$ cat config.mk
export PLATFORM = sky130hd
export DESIGN_NAME = fpdiv
export DESIGN_NICKNAME = d
export VERILOG_FILES = /design/src/rtl/fpdiv.sv
export SDC_FILE = /design/constraint.sdc
export NUM_CORES = 1
export LEC_CHECK = 0
export ABC_CLOCK_PERIOD_IN_PS = 10500
export CORE_ASPECT_RATIO = 0.7
export CORE_UTILIZATION = 60
export CTS_BUF_LIST = sky130_fd_sc_hd__clkbuf_8 sky130_fd_sc_hd__clkbuf_16
export CTS_CLUSTER_DIAMETER = 100
export DETAILED_ROUTE_END_ITERATION = 7
export PLACE_DENSITY = 0.86
export SYNTH_ARGS = -nofsm -noshare
export SYNTH_HDL_FRONTEND = slang
export SYNTH_SLANG_ARGS = --single-unit
$ cat constraint.sdc
create_clock -name clk -period 10.5 [get_ports clk]
set_clock_uncertainty 0.2 [all_clocks]
set_input_delay 2.625 -clock clk [delete_from_list [all_inputs] [get_ports clk]]
set_output_delay 2.625 -clock clk [all_outputs]
set_load 0.02 [all_outputs]
$ cat src/rtl/fpdiv.sv
// Sequential floating-point divider: 26-step restoring mantissa division,
// start/done handshake, hidden-1 mantissas, zero word treated as zero.
module fpdiv #(
    parameter int m = 23,
    parameter int e = 8,
    parameter int p = 32
) (
    input  logic         clk,
    input  logic         rst_n,
    input  logic         start,
    input  logic [p-1:0] Num1,
    input  logic [p-1:0] Num2,
    output logic         busy,
    output logic         done,
    output logic [p-1:0] final_val,
    output logic         div_by_zero
);

    localparam int CW = $clog2(m + 3);
    localparam logic [CW-1:0] LAST = CW'(m + 2);
    localparam logic [e-1:0] BIAS_HI = e'((1 << (e - 1)) - 1);
    localparam logic [e-1:0] BIAS_LO = e'((1 << (e - 1)) - 2);

    typedef enum logic [1:0] {IDLE, DIV, NORM, DONE} state_t;

    state_t state, state_d;

    logic           s, s_d;
    logic [e-1:0]   ea, ea_d, eb, eb_d;
    logic [m+1:0]   r, r_d;
    logic [m:0]     v, v_d;
    logic [m+2:0]   q, q_d;
    logic [CW-1:0]  cnt, cnt_d;
    logic [p-1:0]   res, res_d;
    logic           dzp, dzp_d;
    logic           busy_d, done_d, dz_d;
    logic [p-1:0]   final_d;

    logic           ge;
    logic [m+1:0]   r_step;
    logic [m+2:0]   q_step;
    logic [m-1:0]   man_n;
    logic           rb;
    logic [e-1:0]   exp_n, exp_f;
    logic [m:0]     man_r;
    logic           s_new;

    // Datapath arithmetic: one restoring step and the normalise/round result
    always_comb begin
        ge     = (r >= {1'b0, v});
        r_step = ge ? ((r - {1'b0, v}) << 1) : (r << 1);
        q_step = {q[m+1:0], ge};
        if (q[m+2]) begin
            man_n = q[m+1:2];
            rb    = q[1];
            exp_n = ea - eb + BIAS_HI;
        end else begin
            man_n = q[m:1];
            rb    = q[0];
            exp_n = ea - eb + BIAS_LO;
        end
        man_r = {1'b0, man_n} + {{m{1'b0}}, rb};
        exp_f = man_r[m] ? exp_n + 1'b1 : exp_n;
        s_new = Num1[p-1] ^ Num2[p-1];
    end

    // Next-state and next-output logic for the divider FSM
    always_comb begin
        state_d = state;
        s_d     = s;
        ea_d    = ea;
        eb_d    = eb;
        r_d     = r;
        v_d     = v;
        q_d     = q;
        cnt_d   = cnt;
        res_d   = res;
        dzp_d   = dzp;
        busy_d  = busy;
        done_d  = 1'b0;
        final_d = final_val;
        dz_d    = div_by_zero;
        unique case (state)
            IDLE: begin
                if (start) begin
                    s_d    = s_new;
                    ea_d   = Num1[p-2:m];
                    eb_d   = Num2[p-2:m];
                    r_d    = {1'b0, 1'b1, Num1[m-1:0]};
                    v_d    = {1'b1, Num2[m-1:0]};
                    q_d    = '0;
                    cnt_d  = '0;
                    busy_d = 1'b1;
                    if (Num1 == '0) begin
                        res_d   = '0;
                        dzp_d   = 1'b0;
                        state_d = DONE;
                    end else if (Num2 == '0) begin
                        res_d   = {s_new, {e{1'b1}}, {m{1'b0}}};
                        dzp_d   = 1'b1;
                        state_d = DONE;
                    end else begin
                        state_d = DIV;
                    end
                end
            end
            DIV: begin
                r_d   = r_step;
                q_d   = q_step;
                cnt_d = cnt + 1'b1;
                if (cnt == LAST) state_d = NORM;
            end
            NORM: begin
                res_d   = {s, exp_f, man_r[m-1:0]};
                dzp_d   = 1'b0;
                state_d = DONE;
            end
            DONE: begin
                final_d = res;
                dz_d    = dzp;
                done_d  = 1'b1;
                busy_d  = 1'b0;
                state_d = IDLE;
            end
        endcase
    end

    // State, datapath and output registers
    always_ff @(posedge clk or negedge rst_n) begin
        if (!rst_n) begin
            state       <= IDLE;
            s           <= 1'b0;
            ea          <= '0;
            eb          <= '0;
            r           <= '0;
            v           <= '0;
            q           <= '0;
            cnt         <= '0;
            res         <= '0;
            dzp         <= 1'b0;
            busy        <= 1'b0;
            done        <= 1'b0;
            final_val   <= '0;
            div_by_zero <= 1'b0;
        end else begin
            state       <= state_d;
            s           <= s_d;
            ea          <= ea_d;
            eb          <= eb_d;
            r           <= r_d;
            v           <= v_d;
            q           <= q_d;
            cnt         <= cnt_d;
            res         <= res_d;
            dzp         <= dzp_d;
            busy        <= busy_d;
            done        <= done_d;
            final_val   <= final_d;
            div_by_zero <= dz_d;
        end
    end

endmodule

==> results of run 1 <==
[per-layer routing]
layer	wire, um	vias to the layer above	global-route usage	part of all wire
li1	-	3638	-	-
met1	11140	3853	0.4417	0.47
met2	10210	337	0.4393	0.43
met3	2031	26	0.06916	0.086
met4	315	0	0.07992	0.013
met5	0	-	0	0
[worst reg2reg max path, cell delays in order (launching register included)]
cell,delay (ps)
dfrtp_2,340
buf_4,480
mux2_2,300
ha_1,220
nand3_2,100
a2111o_1,520
and4bb_4,420
nand4_1,180
nor3_1,290
nor3b_1,260
xor2_1,100
a221o_1,300
[state kept, by name, summed over array words and instances, names as in the netlist]
| register | flops |
|---|---|
| v | 24 |
| s | 1 |
| final_val | 32 |
| div_by_zero | 1 |
| q | 26 |
| ea | 8 |
| state | 2 |
| eb | 8 |
| busy | 1 |
| res | 32 |
| r | 25 |
| dzp | 1 |
| done | 1 |
| cnt | 5 |
[placed cells by master (no fill, tap or decap), types with 10 or more instances in the layout]
cell type          n
dfrtp_1          166
clkdlybuf4s50_1  100
mux2_2            78
nand2_1           65
inv_1             53
o21ai_0           50
ha_1              43
nor2_1            42
a21oi_1           38
xnor2_1           35
a22o_1            35
xor2_1            29
mux2i_1           26
nor4_1            21
nand3_1           21
clkbuf_16         17
a21o_1            15
nand2b_1          14
nand4_1           12
a221o_1           12
a22oi_1           12
nor3_1            11
o22ai_1           10
a31oi_1           10
[final timing paths]
kind,from,end,slack [ps],cells after the start
setup / recovery,Num2[19],res[31]$_DFFE_PN0P_,4770,9
hold / removal,v[23]$_DFFE_PN0P_,v[23]$_DFFE_PN0P_,260,2
setup reg to reg,q[25]$_DFFE_PN0P_,res[30]$_DFFE_PN0P_,6670,11
hold reg to reg,v[23]$_DFFE_PN0P_,v[23]$_DFFE_PN0P_,260,2
max in group asynchronous,rst_n,final_val[5]$_DFFE_PN0P_,6590,2
min in group asynchronous,rst_n,r[20]$_DFFE_PN0P_,2100,1
[cell type report]
type,instances,area share
Clock buffer,18,0.03832
Multi-Input combinational cell,679,0.4513
Timing Repair Buffer,110,0.09421
Sequential cell,167,0.3647
Tap cell,200,0.02183
Inverter,53,0.01736
Clock inverter,14,0.01223
[kinds of logic (layout without fill, tap and decap cells)]
kind of cell | count (synthesis) | after routing | synth area share
buffers and inverters | 104 | 195 | 0.04275
flip-flops | 167 | 167 | 0.4288
multiplexers | 104 | 104 | 0.1168
adder cells (fa/ha/maj) | 45 | 45 | 0.05931
XOR/XNOR | 66 | 66 | 0.06213
AO/OA/AOI/OAI | 241 | 241 | 0.1746
AND/OR/NAND/NOR | 223 | 223 | 0.1157
[metrics by stage]
stage | utilization | area, um^2 | total power [mW] | hold WS (ps)
detailed placement | 0.6935 | 10880 | 3.324 | 247.0
global placement | 0.6935 | 10880 | 3.249 | 230.8
finish | 0.7305 | 11460 | 4.007 | 262.2
floorplan | - | 9747 | 2.772 | 217.5
CTS | 0.7305 | 11460 | 3.970 | 263.4
global route | 0.7305 | 11460 | 4.275 | 288.0
[power breakdown]
group / total, mW / internal [mW] / switching [mW] / leakage (nW)
registers: 1.07 / 0.873 / 0.196 / 2.14
clock network: 0.617 / 0.338 / 0.279 / 0.268
logic: 2.32 / 1.02 / 1.30 / 2.57
total: 4.01 / 2.23 / 1.78 / 4.98
==> run metrics, run 1 <==
worst skew pair latency=440 ps; Hold Vio Cnt, Final=0; vias in the first global route=7258; minimum clock period=5727 ps; Hold Path Class=reg -> reg; initial DRC count=691; TritonCTS Buffers=17; gr usage total=0.2977; Ys Warns=0; max cap viols=0; Setup TNS=0 ps; cell family with the largest share of critical-path delay=simple AND/OR/NAND/NOR gates; synthesized area per cell=10.26 um^2; Synth Cell Area=9747 um^2; Die X=154.3 um; total number of vias=7854; clock-pin slew on the worst setup and hold paths=60 ps; Fmax=174.6 MHz; period utilisation layout=0.5454; number of cell rows=38; drt drc=0; most common library cells after synthesis=167 x dfrtp_1, 78 x mux2_2, 66 x nand2_1, 53 x inv_1, 51 x o21ai_0; initial antenna violation count=0; area delta synth->final=17.59%; fraction of layout cells with a size suffix above 1=0.1316; Cells after Synth=950; slowest CP cell=nor3_1; CTS Buffer Depth=2; final setup fails=0; register bit count reported by yosys=167; IO Pins=102; fill count=1077; buffers and inverters on the worst path=2; first-pass GRT wire length=38470 um; Post-synth EDFFs=0; initial core utilization=0.6212; IR drop worst, VDD=0.0001872 V; Lkg Pwr=4.982 nW; Resize count post-CTS=0; max-slew violation count=0; gpl congestion=0.9385; Die Ht=108.6 um; port bufs=101; DP Worst Slack=4373 ps; cts hold-fix bufs=0; Worst EP arrival=5890 ps; H-tree levels=4; post-synthesis async set-or-reset flop share=1.000; Post-DRT Antenna Nets=0; DRT Wirelength=23700 um; Final #Nets=1140; crit path kind=in -> reg; Primary FF master, synth=dfrtp_1; RSZ-0062 raised after global routing=no; top cell type's share of synthesized area=0.4288; WL/cell=19.10 um; sequential area share after synthesis=0.4288; Via density=6.329; CP peak stage delay=890 ps; pin count of the biggest net entering global routing=102; Post-CTS Setup Bufs=0; Cell Chain, Critical Path=clkdlybuf4s50_1 -> nor4_1 -> nand4_1 -> nor2_1 -> o21ai_0 -> or2_2 -> nor3_1 -> a222oi_1 -> inv_1; 1st-pass router iterations=5; Num Clock Sinks=167; CP Max Fanout=10; final worst slack=4773 ps; FF/Latch Area=4180 um^2; Synth area leaders=dfrtp_1 43%, mux2_2 9.0%, ha_1 5.5%, a22o_1 3.1%, xnor2_1 3.1%; Slew Limit Headroom=0.2214; Non-Filler Instances=1241; multi-input combinational cell area=5172 um^2; Netlist cell types=67; grt total ovfl=0; DP HPWL=16620 um; CP required=10670 ps; PD cells=349.6 nW/um^2; die area=16770 um^2; Root Buffer=clkbuf_16; syn nets=1062; critical path startpoint category=input port; Tightest Pin Transition=1159 ps; Core Area=15690 um^2; Setup crit end kind=register; Synth area leader=dfrtp_1; outcome=finished clean; clock tree from TritonCTS=done; n_diodes=0; Post-Place Cells=1209; top-count cell post-synth=dfrtp_1
No activity file was read; power rests on OpenSTA's default activity.
==> inputs of run 2 (changes only) <==
==> config.mk (replaced) <==
export PLATFORM = sky130hd
export DESIGN_NAME = fpdiv
export DESIGN_NICKNAME = d
export VERILOG_FILES = /design/src/rtl/fpdiv.sv
export SDC_FILE = /design/constraint.sdc
export NUM_CORES = 1
export LEC_CHECK = 0
export ABC_CLOCK_PERIOD_IN_PS = 5100
export CORE_ASPECT_RATIO = 0.7
export CORE_UTILIZATION = 52
export CTS_BUF_LIST = sky130_fd_sc_hd__clkbuf_8 sky130_fd_sc_hd__clkbuf_16
export CTS_CLUSTER_DIAMETER = 100
export DETAILED_ROUTE_END_ITERATION = 7
export PLACE_DENSITY = 0.79
export SYNTH_ARGS = -nofsm -noshare
export SYNTH_HDL_FRONTEND = slang
export SYNTH_SLANG_ARGS = --single-unit
==> constraint.sdc (replaced) <==
create_clock -name clk -period 5.1 [get_ports clk]
set_clock_uncertainty 0.2 [all_clocks]
set_input_delay 1.275 -clock clk [delete_from_list [all_inputs] [get_ports clk]]
set_output_delay 1.275 -clock clk [all_outputs]
set_load 0.02 [all_outputs]
==> run metrics, run 2 (same netlist as run 1, synthesis figures left out) <==
final worst slack=1290 ps; Num Clock Sinks=167; max cap viols=0; clock-pin slew on the worst setup and hold paths=70 ps; area delta synth->final=18.36%; Die Ht=116.5 um; final setup fails=0; drt drc=18; Core Area=18160 um^2; Setup crit end kind=register; Via density=6.007; grt total ovfl=0; period utilisation layout=0.7470; initial DRC count=763; Worst Hold Path EP=v[23]$_DFFE_PN0P_; Tightest Pin Transition=1038 ps; first-pass GRT wire length=38780 um; total number of vias=7695; post-route cell area=11540 um^2; DP Worst Slack=881.7 ps; DRT Wirelength=23600 um; reg2reg path depth=11; outcome=complete, but fails checks; Lkg Pwr=5.014 nW; slowest CP cell=nor4_1; min-delay src=v[23]$_DFFE_PN0P_; Setup TNS=0 ps; highest-count cells in the layout ignoring fill and taps=166 x dfrtp_1, 100 x clkdlybuf4s50_1, 78 x mux2_2; die area=19300 um^2; WHS Path Cells=2; CP required=5210 ps; failing checks=design-rule violations; DP HPWL=16930 um; gpl congestion=0.9438; Post-DRT Antenna Nets=0; gr usage total=0.2564; Non-Filler Instances=1281; port bufs=101; number of cell rows=41; IO Pins=102; Post-Place Cells=1249; n_diodes=0; biggest regs=final_val: 32 flops, res: 32 flops, q: 26 flops; minimum clock period=3810 ps; RSZ-0062 raised after global routing=no; WL/cell=18.42 um; Cell Chain, Critical Path=clkdlybuf4s50_1 -> nor4_1 -> nand4_1 -> nor2_1 -> o21ai_0 -> or2_2 -> a21boi_2 -> buf_4 -> a221o_1; reg-to-reg startpoint=q[25]$_DFFE_PN0P_; CP peak stage delay=570 ps; CTS Buffer Depth=2; crit path kind=in -> reg; pin count of the biggest net entering global routing=111; Pwr Total=8.229 mW; clock tree from TritonCTS=done; WHS=256.3 ps; PD cells=713.4 nW/um^2; Placed Area=10950 um^2; H-tree levels=4; initial antenna violation count=1; Slew Limit Headroom=0.3037; fraction of layout cells with a size suffix above 1=0.1349; Root Buffer=clkbuf_16; Fmax=262.5 MHz; IR drop worst, VDD=0.0003096 V; Resize count post-CTS=0; Worst EP arrival=3920 ps; 1st-pass router iterations=7; max-slew violation count=0; critical path startpoint category=input port; TritonCTS Buffers=17; commonest non-fill, non-tap cell in the layout=dfrtp_1; Final #Nets=1144; Hold Vio Cnt, Final=0; vias in the first global route=7319; Hold Path Class=reg -> reg; fill count=1464; cts hold-fix bufs=0; worst skew pair latency=430 ps; CP Max Fanout=39; Die X=165.6 um; FF-to-FF setup slack=1390 ps; Finished Core Util=0.6352; Worst R2R End=res[22]$_DFFE_PN0P_; initial core utilization=0.5367; Post-CTS Setup Bufs=0
==> run 2: how the worst max path moves through the flow <==
stage                                 start                  end  slack [ps]  depth (start not counted)
final                              Num1[25]  res[30]$_DFFE_PN0P_        1290                          9
after global routing               Num1[21]  res[30]$_DFFE_PN0P_        1070                          9
after CTS                           Num2[1]  res[30]$_DFFE_PN0P_        1320                          9
after detailed placement            Num2[1]  res[30]$_DFFE_PN0P_         880                          9
after global placement              Num2[1]  res[28]$_DFFE_PN0P_         850                          9
after floorplan           q[25]$_DFFE_PN0P_  res[29]$_DFFE_PN0P_         980                         14
==> run 2: per-layer routing <==
metal / track usage / part of all wire / up-vias
met5: 0 / 0.00055 / -
met4: 0.05857 / 0.0099 / 2
met3: 0.06845 / 0.089 / 23
met2: 0.3754 / 0.42 / 267
met1: 0.3789 / 0.48 / 3753
li1: - / - / 3650
==> run 2: worst max-delay path: cells and delay by family <==
family | cells | cell delay [ps]
AND/OR/NAND/NOR | 4 | 1250
buffers and inverters | 2 | 680
AO/OA/AOI/OAI | 3 | 710
==> run 2: final cells by class <==
class,count,area [um^2],share of cell area
clock inverter,12,117.6,0.01020
inverter,53,198.9,0.01725
multi-input combinational,679,5167,0.4479
timing repair buffer,114,1110,0.09620
tap,236,295.3,0.02560
clock buffer,20,466.7,0.04046
sequential,167,4180,0.3624
==> run 2: report_power, final <==
part | internal (mW) | switching [mW] | leakage [nW] | total, mW
Combinational | 2.10 | 2.64 | 2.59 | 4.74
Clock | 0.718 | 0.571 | 0.281 | 1.29
Sequential | 1.80 | 0.401 | 2.14 | 2.20
Total | 4.62 | 3.61 | 5.01 | 8.23
==> inputs of run 3 (changes only) <==
--- a/config.mk
+++ b/config.mk
@@ -5,7 +5,7 @@
 export SDC_FILE = /design/constraint.sdc
 export NUM_CORES = 1
 export LEC_CHECK = 0
-export ABC_CLOCK_PERIOD_IN_PS = 5100
+export ABC_CLOCK_PERIOD_IN_PS = 3500
 export CORE_ASPECT_RATIO = 0.7
 export CORE_UTILIZATION = 52
 export CTS_BUF_LIST = sky130_fd_sc_hd__clkbuf_8 sky130_fd_sc_hd__clkbuf_16
==> constraint.sdc (replaced) <==
create_clock -name clk -period 3.5 [get_ports clk]
set_clock_uncertainty 0.2 [all_clocks]
set_input_delay 0.875 -clock clk [delete_from_list [all_inputs] [get_ports clk]]
set_output_delay 0.875 -clock clk [all_outputs]
set_load 0.02 [all_outputs]
==> run metrics, run 3 (same netlist as run 1, synthesis figures left out) <==
fill count=1382; gr usage total=0.2622; crit path kind=reg -> reg; total number of vias=8068; Fmax=298.0 MHz; Die Ht=116.5 um; cts hold-fix bufs=0; port bufs=101; Die X=165.6 um; commonest non-fill, non-tap cell in the layout=dfrtp_1; Pwr Total=12.61 mW; max cap viols=0; post-route cell area=12020 um^2; TritonCTS Buffers=17; Post-DRT Antenna Nets=0; grt total ovfl=0; H-tree levels=4; number of cell rows=41; PD cells=1050 nW/um^2; gpl congestion=0.9204; final worst slack=144.8 ps; outcome=complete, but fails checks; Final #Nets=1187; Tightest Pin Transition=1056 ps; critical path startpoint category=register; Hold Vio Cnt, Final=0; drt drc=10; Slew Limit Headroom=0.2919; period utilisation layout=0.9586; first-pass GRT wire length=39760 um; CTS Buffer Depth=2; fraction of layout cells with a size suffix above 1=0.1792; Root Buffer=clkbuf_16; Lkg Pwr=5.274 nW; DP HPWL=17540 um; WL/cell=18.48 um; Core Area=18160 um^2; initial DRC count=689; clock tree from TritonCTS=done; Post-CTS Setup Bufs=0; clock-pin slew on the worst setup and hold paths=70 ps; 1st-pass router iterations=8; n_diodes=0; vias in the first global route=7504; Placed Area=11370 um^2; initial core utilization=0.5367; Via density=6.094; final setup fails=0; CP Max Fanout=3; Hold Path Class=in -> async; DP Worst Slack=-217.4 ps; die area=19300 um^2; pin count of the biggest net entering global routing=66; Setup crit end kind=register; minimum clock period=3355 ps; Worst EP arrival=3470 ps; IO Pins=102; area delta synth->final=23.29%; max-slew violation count=0; initial antenna violation count=1; worst skew pair latency=430 ps; highest-count cells in the layout ignoring fill and taps=166 x dfrtp_1, 100 x clkdlybuf4s50_1, 76 x mux2_2; Num Clock Sinks=167; DRT Wirelength=24470 um; failing checks=design-rule violations; CP required=3610 ps; biggest regs=final_val: 32 flops, res: 32 flops, q: 26 flops; IR drop worst, VDD=0.0005292 V
## run 3: final cells by class
type | count | area [um^2] | share of cell area
inverters | 53 | 198.9 | 0.01656
multi-input cells | 679 | 5240 | 0.4361
clock buffers | 17 | 425.4 | 0.03540
clock inverters | 15 | 166.4 | 0.01385
flip-flops and latches | 167 | 4183 | 0.3481
repair buffers | 157 | 1508 | 0.1255
well taps | 236 | 295.3 | 0.02457
## run 3: per-stage QoR
stage	hold WS (ps)	TNS [ps]	util	std cells
6_report	232.2	0	0.6617	1324
5_1_grt	282.8	-2.605	0.6617	1324
2_1_floorplan	217.5	0	-	950
3_3_place_gp	231.1	-6497	0.6261	1292
4_1_cts	265.8	0	0.6587	1324
3_5_place_dp	251.0	-5439	0.6261	1292
## run 3: layer usage
layer | GRT usage | wire, um | share of wire
met1 | 0.3902 | 11850 | 0.48
met5 | 0 | 13 | 0.00053
met4 | 0.07664 | 458 | 0.019
met3 | 0.05998 | 1995 | 0.082
met2 | 0.3805 | 10160 | 0.41
## run 3: final timing paths
path	startpoint	endpoint	slack, ps	depth (start not counted)
min	rst_n	v[9]$_DFFE_PN0P_	230	1
min in group clk	dzp$_DFFE_PN0P_	dzp$_DFFE_PN0P_	270	1
max	ea[0]$_DFFE_PN0P_	res[29]$_DFFE_PN0P_	140	13
max reg2reg	ea[0]$_DFFE_PN0P_	res[29]$_DFFE_PN0P_	140	13
max in group asynchronous	rst_n	res[28]$_DFFE_PN0P_	2170	2
min reg2reg	dzp$_DFFE_PN0P_	dzp$_DFFE_PN0P_	270	1
## run 3: what timing repair did
| item | in CTS | in global routing |
|---|---|---|
| resized for setup | 0 | 13 |
| endpoints found under the setup margin | 0 | 3 |
| endpoints found under the hold margin | 0 | 0 |
## run 3: worst max-delay path, stage by stage (launching register included)
cell,delay [ps]
dfrtp_1,380
inv_1,60
ha_2,170
inv_1,60
fa_2,590
inv_2,80
ha_4,250
mux2i_4,160
ha_2,200
nand2_2,60
or3b_4,420
nor3_4,200
xnor2_2,90
a221o_1,320
## run 3: where the power goes
part	total, mW	switching (mW)	internal, mW	leakage, nW
clock network	1.93	0.862	1.07	0.293
logic	7.48	4.04	3.44	2.84
registers	3.20	0.583	2.62	2.14
total	12.6	5.49	7.13	5.27
